[config.mk]
export PLATFORM = sky130hd
export DESIGN_NAME = led_step_scheduler
export DESIGN_NICKNAME = d
export VERILOG_FILES = /design/src/rtl/led_step_pkg.sv /design/src/rtl/led_step_scheduler_rr_pick.sv /design/src/rtl/led_step_scheduler.sv
export SDC_FILE = /design/constraint.sdc
export NUM_CORES = 1
export LEC_CHECK = 0
export BUFFER_PORTS_ARGS = -buffer_cell sky130_fd_sc_hd__clkbuf_2
export CELL_PAD_IN_SITES_DETAIL_PLACEMENT = 0
export CELL_PAD_IN_SITES_GLOBAL_PLACEMENT = 1
export CORE_ASPECT_RATIO = 0.7
export CORE_MARGIN = 5
export CORE_UTILIZATION = 35
export CTS_CLUSTER_DIAMETER = 100
export CTS_CLUSTER_SIZE = 16
export DETAILED_ROUTE_END_ITERATION = 10
export PLACE_DENSITY_LB_ADDON = 0.1
export REMOVE_ABC_BUFFERS = 1
export SETUP_SLACK_MARGIN = 0.5
export SYNTH_ARGS = -nofsm -noshare
export SYNTH_HDL_FRONTEND = slang
export SYNTH_SLANG_ARGS = --single-unit
[constraint.sdc]
create_clock -name clk -period 2.6 [get_ports clk]
set_input_delay 0 -clock clk [delete_from_list [all_inputs] [get_ports clk]]
set_output_delay 0 -clock clk [all_outputs]
set_load 0.01 [all_outputs]
[src/rtl/led_step_pkg.sv]
// Shared types for the LED step scheduler.
// Holds op encoding, FSM states and the step arithmetic helper.
package led_step_pkg;

  localparam logic [1:0] OP_INC  = 2'b00;
  localparam logic [1:0] OP_DEC  = 2'b01;
  localparam logic [1:0] OP_CLR  = 2'b10;
  localparam logic [1:0] OP_HOLD = 2'b11;

  localparam int CNT_W = 16;

  typedef enum logic [1:0] {
    S_IDLE  = 2'd0,
    S_GRANT = 2'd1,
    S_COOL  = 2'd2
  } state_t;

  // Next step value for an op on a ring of n states.
  function automatic int step_next(
    input logic [1:0] op,
    input int         cur,
    input int         n
  );
    int r;
    r = cur;
    case (op)
      OP_INC:  r = (cur == n - 1) ? 0 : cur + 1;
      OP_DEC:  r = (cur == 0) ? n - 1 : cur - 1;
      OP_CLR:  r = 0;
      default: r = cur;
    endcase
    return r;
  endfunction

endpackage

[src/rtl/led_step_scheduler_rr_pick.sv]
// Combinational round-robin picker: first set bit after i_last.
// Ports: i_pending (request vector), i_last (last served), o_any, o_sel.
module rr_pick #(
  parameter int N_REQ = 4,
  parameter int ID_W  = $clog2(N_REQ)
) (
  input  logic [N_REQ-1:0] i_pending,
  input  logic [ID_W-1:0]  i_last,
  output logic             o_any,
  output logic [ID_W-1:0]  o_sel
);

  logic            w_found;
  logic [ID_W-1:0] w_idx;

  assign o_any = |i_pending;

  always_comb begin
    w_found = 1'b0;
    w_idx   = '0;
    o_sel   = '0;
    for (int k = 1; k <= N_REQ; k++) begin
      w_idx = ID_W'((int'(i_last) + k) % N_REQ);
      if (!w_found && i_pending[w_idx]) begin
        w_found = 1'b1;
        o_sel   = w_idx;
      end
    end
  end

endmodule

[src/rtl/led_step_scheduler.sv]
// Round-robin scheduler sharing one step register / one-hot LED bank.
// Ports: clk, rst, req_pulse/req_op in; step, led, grant_*, pending, overrun out.
module led_step_scheduler
  import led_step_pkg::*;
#(
  parameter int N_REQ    = 4,
  parameter int N_STATES = 4,
  parameter int COOLDOWN = 15,
  parameter int STATE_W  = $clog2(N_STATES),
  parameter int ID_W     = $clog2(N_REQ)
) (
  input  logic                 clk,
  input  logic                 rst,
  input  logic [N_REQ-1:0]     req_pulse,
  input  logic [2*N_REQ-1:0]   req_op,
  output logic [STATE_W-1:0]   step,
  output logic [N_STATES-1:0]  led,
  output logic                 grant_valid,
  output logic [ID_W-1:0]      grant_id,
  output logic [N_REQ-1:0]     pending,
  output logic [N_REQ-1:0]     overrun
);

  localparam logic [CNT_W-1:0] CD_LAST =
    (COOLDOWN > 0) ? CNT_W'(COOLDOWN - 1) : '0;

  state_t             r_state;
  state_t             w_state_nxt;
  logic [CNT_W-1:0]   r_cnt;
  logic [CNT_W-1:0]   w_cnt_nxt;
  logic [STATE_W-1:0] r_step;
  logic [STATE_W-1:0] w_step_nxt;
  logic [ID_W-1:0]    r_last;
  logic [ID_W-1:0]    r_gid;
  logic               r_gv;
  logic [N_REQ-1:0]   r_pend;
  logic [N_REQ-1:0]   r_ovr;
  logic [1:0]         r_op [N_REQ];

  logic               w_any;
  logic [ID_W-1:0]    w_sel;
  logic               w_pick;
  logic               w_apply;
  logic [N_REQ-1:0]   w_clr;
  logic [N_REQ-1:0]   w_pend_nxt;
  logic [N_REQ-1:0]   w_ovr_nxt;

  rr_pick #(
    .N_REQ (N_REQ),
    .ID_W  (ID_W)
  ) u_pick (
    .i_pending (r_pend),
    .i_last    (r_last),
    .o_any     (w_any),
    .o_sel     (w_sel)
  );

  always_comb begin
    w_state_nxt = r_state;
    w_cnt_nxt   = r_cnt;
    w_pick      = 1'b0;
    w_apply     = 1'b0;
    unique case (r_state)
      S_IDLE: begin
        if (w_any) begin
          w_pick      = 1'b1;
          w_state_nxt = S_GRANT;
        end
      end
      S_GRANT: begin
        w_apply     = 1'b1;
        w_cnt_nxt   = '0;
        w_state_nxt = (COOLDOWN > 0) ? S_COOL : S_IDLE;
      end
      S_COOL: begin
        if (r_cnt == CD_LAST) begin
          w_cnt_nxt   = '0;
          w_state_nxt = S_IDLE;
        end else begin
          w_cnt_nxt = r_cnt + 1'b1;
        end
      end
      default: begin
        w_state_nxt = S_IDLE;
        w_cnt_nxt   = '0;
      end
    endcase
  end

  // A pulse on the id being cleared re-arms it without counting as overrun.
  always_comb begin
    w_clr      = w_apply ? (N_REQ'(1) << r_gid) : '0;
    w_pend_nxt = req_pulse | (r_pend & ~w_clr);
    w_ovr_nxt  = r_ovr | (req_pulse & r_pend & ~w_clr);
    w_step_nxt = r_step;
    if (w_apply) begin
      w_step_nxt = STATE_W'(step_next(r_op[r_gid],
                                      int'(r_step),
                                      N_STATES));
    end
  end

  always_ff @(posedge clk) begin
    if (rst) begin
      r_state <= S_IDLE;
      r_cnt   <= '0;
      r_step  <= '0;
      r_last  <= ID_W'(N_REQ - 1);
      r_gid   <= '0;
      r_gv    <= 1'b0;
      r_pend  <= '0;
      r_ovr   <= '0;
      for (int i = 0; i < N_REQ; i++) begin
        r_op[i] <= OP_HOLD;
      end
    end else begin
      r_state <= w_state_nxt;
      r_cnt   <= w_cnt_nxt;
      r_step  <= w_step_nxt;
      r_gv    <= w_pick;
      r_pend  <= w_pend_nxt;
      r_ovr   <= w_ovr_nxt;
      if (w_pick) begin
        r_gid <= w_sel;
      end
      if (w_apply) begin
        r_last <= r_gid;
      end
      for (int i = 0; i < N_REQ; i++) begin
        if (req_pulse[i]) begin
          r_op[i] <= req_op[2*i +: 2];
        end
      end
    end
  end

  assign step        = r_step;
  assign led         = N_STATES'(1) << r_step;
  assign grant_valid = r_gv;
  assign grant_id    = r_gid;
  assign pending     = r_pend;
  assign overrun     = r_ovr;

endmodule
Word-level counts from Yosys, hierarchy flattened --
Memories as Yosys holds them, arrays and structs flattened. A register that Yosys moved wholly into a read port is not among the register bits. Cells that the tools add are included.
Storage, ports and cells: bits in registers 33, latch bits 0, RAM bits 8, ROM bits 0, input bits 14, output and inout port bits 17, word-level logic and storage cells 100, memories kept 1
Memories:
- r_op | depth 4, width 2, rd ports 1, clocked after Yosys merged registers in 1, write ports 4, line led_step_scheduler.sv:38 | logic [1:0] r_op [N_REQ];
Operators by class: add/sub/neg operators 7, $mul 0, div/mod/pow operators 0, order comparisons 4, eq/ne operators 8, shift-type cells 2, muxes and demuxes 47, bitwise gates (word level) 10, reductions and logical operators 13
Operator list (count):
- one-hot mux 16 bit (2 select lines) | 1
- two-way mux 2 bit | 14
- two-way mux 1 bit | 24
- adder 16 x 1 -> 16 bit (second input constant) | 1
- == test 16 x 4 -> 1 bit (second input constant) | 1
- two-way mux 16 bit | 1
- bitwise AND 4 bit | 3
- less-than comparator 2 x 3 -> 1 bit (second input constant) | 4
- one-hot mux 2 bit (3 select lines) | 2
- binary-select mux 1 bit (select 2 bit) | 4
- bitwise OR 4 bit | 2
- left shift 1 x 2 -> 4 bit (first input constant) | 2
- adder 2 x 1 -> 2 bit (second input constant) | 3
- == test 2 x 1 -> 1 bit (second input constant) | 3
- zero test 2 bit | 3
- adder 2 bit (second input constant) | 2
- == test 2 bit (second input constant) | 2
- two-way mux 4 bit | 1
- inverter 4 bit | 1
- bitwise OR 1 bit | 4
- AND reduction 2 bit | 2
- OR reduction 4 bit | 1
- logical AND 1 bit | 3
- zero test 1 bit | 3
- 4 further kinds | 4

Depth between registers and ports, before layout --
depth after elaboration 15, depth in mapped cells 8

Modules after synthesis --
Synthesis repeated with hierarchy kept, for this count alone.
Unflattened totals: cell total of the unflattened synthesis 228, area, all modules 2148.3 µm²
Modules (own cells, without submodules):
- led_step_scheduler | times used 1, cells an instance 214, area each 2067.0 µm², seq. area each 940.9 µm²
- rr_pick | times used 1, cells an instance 14, area each 81.3 µm², seq. area each 0.0 µm²

Least setup slack after synthesis --
OpenSTA, ideal clock, no wires.
kind register to register, from register with a tool-made name, to register r_step[0] (netlist: step[0]), setup time 65 ps, arrival 1630 ps, required time 2535 ps, path slack 905 ps, cell stages (with the launch flop) 7, path buffers 0, period minus slack after synthesis 1695 ps, cell sequence dfxtp_1 -> mux4_2 -> ha_1 -> nand3b_1 -> a21oi_1 -> a31oi_1 -> nor2_1
RTL lines:
- end signal: assignment | line led_step_scheduler.sv:119 | r_step <= w_step_nxt;
- end: declaration | line led_step_scheduler.sv:31 | logic [STATE_W-1:0] r_step;

Worst setup path in the final report --
from register r_cnt[0], to register r_cnt[14]
Between the ends: cells in the longest elaborated chain, start to end 3, elaborated cells between the ends (all ways) 4, those cells by class add/sub (1); eq/ne (1); mux (2)
RTL lines:
- start: declaration | line led_step_scheduler.sv:29 | logic [CNT_W-1:0] r_cnt;
- start signal: assignment | line led_step_scheduler.sv:118 | r_cnt <= w_cnt_nxt;
- adder 16 x 1 -> 16 bit or == test 16 x 4 -> 1 bit (tied branches) | line led_step_scheduler.sv:80, led_step_scheduler.sv:76
- two-way mux 16 bit * | line led_step_scheduler.sv:76 | if (r_cnt == CD_LAST) begin
- one-hot mux 16 bit (2 select lines) * | line led_step_scheduler.sv:63 | unique case (r_state)
Mark *: on every way between the ends. The rest lies on a longest branch, timed or not. A chain may end at the register's enable or synchronous reset.

==> reports/metrics.cfg <==
[run_status]
run_status=finished clean

[drt]
uppermost_metal_layer_occupied_by_signal_nets=met4
detail_route.drc_violations=0
routed-wl-met3_um=218
routed_met1_length_mm=2.68
vias_per_cell=5.14
ant_nets=0
detailedRoute.firstIterationViolations=53
route.vias.total=1746
wire_per_inst_um=14.3
met2_wirelength_mm=1.88
final_wirelength_mm=4.85
drt_pre_antenna_iters=4

[flow_run]
maxCapViolCount=0

[floorplanning]
row_count=23
starting_density_pct=36.1
die_w_um=102
die_area_um2=7600
floorplan.die.height_um=74.5
pin_count=31
floorplan.core_area_um2=5760

[worst_setup_path]
cp_slowest_stage_delay_ns=0.48
timing.rr.end=r_cnt[14]$_SDFFE_PP0P_
worstSetupStartpointType=flop
worst-r2r-cell-count=7
path_cells=inv_1, ha_1, and3_1, nand4_2, nand3b_2, or4_1, a31oi_1
worst_case_register_to_register_setup_slack_ns=0.71
critPathKind=reg -> reg
kind_of_capture_point_of_the_worst_setup_path=flop
crit_path_top_delay_cell=sky130_fd_sc_hd__or4_1
worst_ep_arrival_time_ns=2.12
reg2reg_from=r_cnt[0]$_SDFFE_PP0P_
cp.required_ns=2.82
critPathMaxFanout=7

[logic_synthesis]
synth_cell_type_count=56
synth_top_cells_by_count=sky130_fd_sc_hd__dfxtp_1, sky130_fd_sc_hd__nor2_1, sky130_fd_sc_hd__nand2_1, sky130_fd_sc_hd__a21oi_1, sky130_fd_sc_hd__inv_1
yosys-mux-area-fraction_pct=2.17
synth_fa_ha_area_share_pct=4.82
yosysMostFrequentCell=sky130_fd_sc_hd__dfxtp_1
yosys_register_bits=43
synth_largest_type_area_fraction_pct=33.7
synth_area_leaders=sky130_fd_sc_hd__dfxtp_1, sky130_fd_sc_hd__edfxtp_1, sky130_fd_sc_hd__ha_1
synthCells=221
yosys.area_share.simple_pct=25.6
synth-compound-area-share_pct=17.5
count_of_flip_flops_with_a_built_in_enable_after_synthesis=8
synth_area_leader_cell=sky130_fd_sc_hd__dfxtp_1
synth_async_sr_flop_share_pct=0
seq_area_frac_synth_pct=45.3
yosys_warnings=0
synth_top_family_by_area=simple AND/OR/NAND/NOR gates
syn_area_um2=2080
parity_gate_share_of_the_synthesized_area_counting_xor_and_xnor_cells_pct=0.843
postSynthAreaPerCell_um2=9.40
postSynth.topFlopCell=sky130_fd_sc_hd__dfxtp_1

[final_layout]
n_fill_cell=588
net_count_final=286
area_growth_syn_to_layout_pct=19.4
post_route_cells_drive_above_1_share_pct=22.6
antenna-diode-count=0
layout.core_utilization_pct=43.1

[placed_design]
port_buffers=30
dp_hpwl_mm=3.49
routabilityCongestion=0.858

[clock_network]
cts_hold_repair.buffers=10
cts_sinks=43
cts_post_setup_buffers_inserted=0
cts.clk_slew.worst_paths_ns=0.09
insertion_delay_ns=0.29
cts_made_buffers=5
post_cts_resize_count=0
cts_root_buffer=sky130_fd_sc_hd__clkbuf_8
clock_tree.htree_level_count=2
clockBufferDepth=2
tritoncts_clock_tree=yes

[grt]
globalRouteOverflowTotal=0
total_routing_usage_gr_pct=13.1
first_global_vias=1522
grt_first_pass_wirelength_mm=7.74
antenna_found_initial=0
grt_start_max_net_pins=35

[sta]
post_layout_minimum_cycle_time_ns=1.89
finalCritPeriodShare_pct=72.8
finalHoldViolations=0
slew_headroom_pct=48.3
rsz_0062_raised_after_global_routing=no
slew_at_the_pin_with_the_worst_max_slew_slack_ns=0.765
clock_skew_ns=0.00813
final-setup-viol-count=0
setup-tns-final_ns=0
report.final.slew_viol_count=0
fmax_mhz=528

[pwr]
switching_fraction_pct=29.1
share_clk_of_total_power_pct=28.7
vdd.ir_drop.worst_mv=0.272
intPower_mw=1.04
p_switching_uw=426
p_comb_share_pct=18.6
power.sequential.fraction_pct=52.8
totalPowerFinal_mw=1.46
leakage_power_nw=0.953
ratio_of_total_power_to_cell_area_nw_per_um2=590

[worst_hold_path]
worst_hold_path.endpoint=pending[3]$_SDFF_PP0_
hold-path-cell-count=3
holdCritPathClass=in -> reg
min_from=req_pulse[3]

-- registers in the layout, indices dropped and copies added, names as in the netlist, named ones only --
signal,count
step,2
r_last,2
pending,4
r_op,8
grant_id,2
overrun,4
grant_valid,1
r_cnt,16
r_state,2
-- layout make-up --
type                    count  area (µm²)  area share [%]
clock buffers               6        72.6            2.92
clock inverters             2        12.5           0.504
inverters                  10        37.5            1.51
multi-input cells         162        1060            42.7
flip-flops and latches     43         941            37.9
well taps                  75        93.8            3.78
repair buffers             42         265            10.7
-- per-stage QoR --
step / hold WS [ns] / instance area, µm² / worst slack, ns / instances
after floorplan: 0.0691 / 2040 / 0.906 / 215
after global placement: 0.267 / 2300 / 0.744 / 322
after detailed placement: 0.263 / 2300 / 0.720 / 322
after CTS: 0.000495 / 2480 / 0.697 / 340
after global routing: 0.0131 / 2480 / 0.565 / 340
final: 0.0111 / 2480 / 0.706 / 340
-- layer usage --
metal	track usage, %	up-vias
met3	3.09	6
met4	3.64	0
li1	-	904
met2	17.1	36
met5	0	-
met1	20.9	800
-- worst max-delay path: cells and delay by family, from the launching register on --
kind,cells,cell delay [ns]
simple gates,4,1.00
flops,1,0.39
fa+ha+maj,1,0.20
buf+inv,1,0.06
compound gates,1,0.17
-- power groups by stage --
| stage | logic, mW | clock network [mW] | registers, mW |
|---|---|---|---|
| floorplan | 0.165 | 0 | 0.784 |
| global placement | 0.260 | 0 | 0.790 |
| detailed placement | 0.259 | 0 | 0.789 |
| CTS | 0.272 | 0.442 | 0.774 |
| global route | 0.307 | 0.469 | 0.780 |
| finish | 0.271 | 0.420 | 0.772 |
-- kinds of logic after synthesis --
| family | Yosys count |
|---|---|
| adder cells (fa/ha/maj) | 8 |
| buffers and inverters | 16 |
| AND/OR/NAND/NOR | 95 |
| XOR/XNOR | 2 |
| AO/OA/AOI/OAI | 55 |
| flip-flops | 43 |
| multiplexers | 2 |
-- how the worst max path moves through the flow --
stage,start,endpoint,slack [ns],cells past startpoint
after floorplan,flop,step[0]$_SDFFE_PP0P_,0.91,6
after global placement,r_cnt[0]$_SDFFE_PP0P_,r_cnt[14]$_SDFFE_PP0P_,0.74,7
after detailed placement,r_cnt[0]$_SDFFE_PP0P_,r_cnt[14]$_SDFFE_PP0P_,0.72,7
after CTS,r_cnt[0]$_SDFFE_PP0P_,r_cnt[14]$_SDFFE_PP0P_,0.70,7
after global routing,r_cnt[0]$_SDFFE_PP0P_,r_cnt[14]$_SDFFE_PP0P_,0.56,7
final,r_cnt[0]$_SDFFE_PP0P_,r_cnt[14]$_SDFFE_PP0P_,0.71,7
-- placed cells by master, fill, tap and decap left out, types with 2 or more instances in the layout --
| master | instances |
|---|---|
| sky130_fd_sc_hd__o21ai_0 | 7 |
| sky130_fd_sc_hd__o41ai_1 | 2 |
| sky130_fd_sc_hd__nand2_1 | 22 |
| sky130_fd_sc_hd__nor4_1 | 3 |
| sky130_fd_sc_hd__nor3_1 | 2 |
| sky130_fd_sc_hd__nor2b_1 | 2 |
| sky130_fd_sc_hd__or3_1 | 3 |
| sky130_fd_sc_hd__or3b_2 | 6 |
| sky130_fd_sc_hd__o21a_1 | 2 |
| sky130_fd_sc_hd__inv_1 | 10 |
| sky130_fd_sc_hd__edfxtp_1 | 8 |
| sky130_fd_sc_hd__mux4_2 | 2 |
| sky130_fd_sc_hd__dfxtp_1 | 35 |
| sky130_fd_sc_hd__nor2_1 | 25 |
| sky130_fd_sc_hd__or2_2 | 4 |
| sky130_fd_sc_hd__o31ai_1 | 3 |
| sky130_fd_sc_hd__nand3_1 | 4 |
| sky130_fd_sc_hd__nand3b_1 | 2 |
| sky130_fd_sc_hd__a31oi_1 | 9 |
| sky130_fd_sc_hd__clkbuf_2 | 30 |
| sky130_fd_sc_hd__nand2b_1 | 2 |
| sky130_fd_sc_hd__dlygate4sd3_1 | 10 |
| sky130_fd_sc_hd__clkbuf_8 | 5 |
| sky130_fd_sc_hd__ha_1 | 8 |
| sky130_fd_sc_hd__nand4_2 | 2 |
| sky130_fd_sc_hd__buf_4 | 2 |
| sky130_fd_sc_hd__and2_1 | 3 |
| sky130_fd_sc_hd__o31a_1 | 2 |
| sky130_fd_sc_hd__xor2_1 | 2 |
| sky130_fd_sc_hd__and3_1 | 2 |
| sky130_fd_sc_hd__o21ai_1 | 2 |
| sky130_fd_sc_hd__nand4_1 | 3 |
| sky130_fd_sc_hd__a21oi_1 | 14 |
Power figures use the tool's default switching activity.
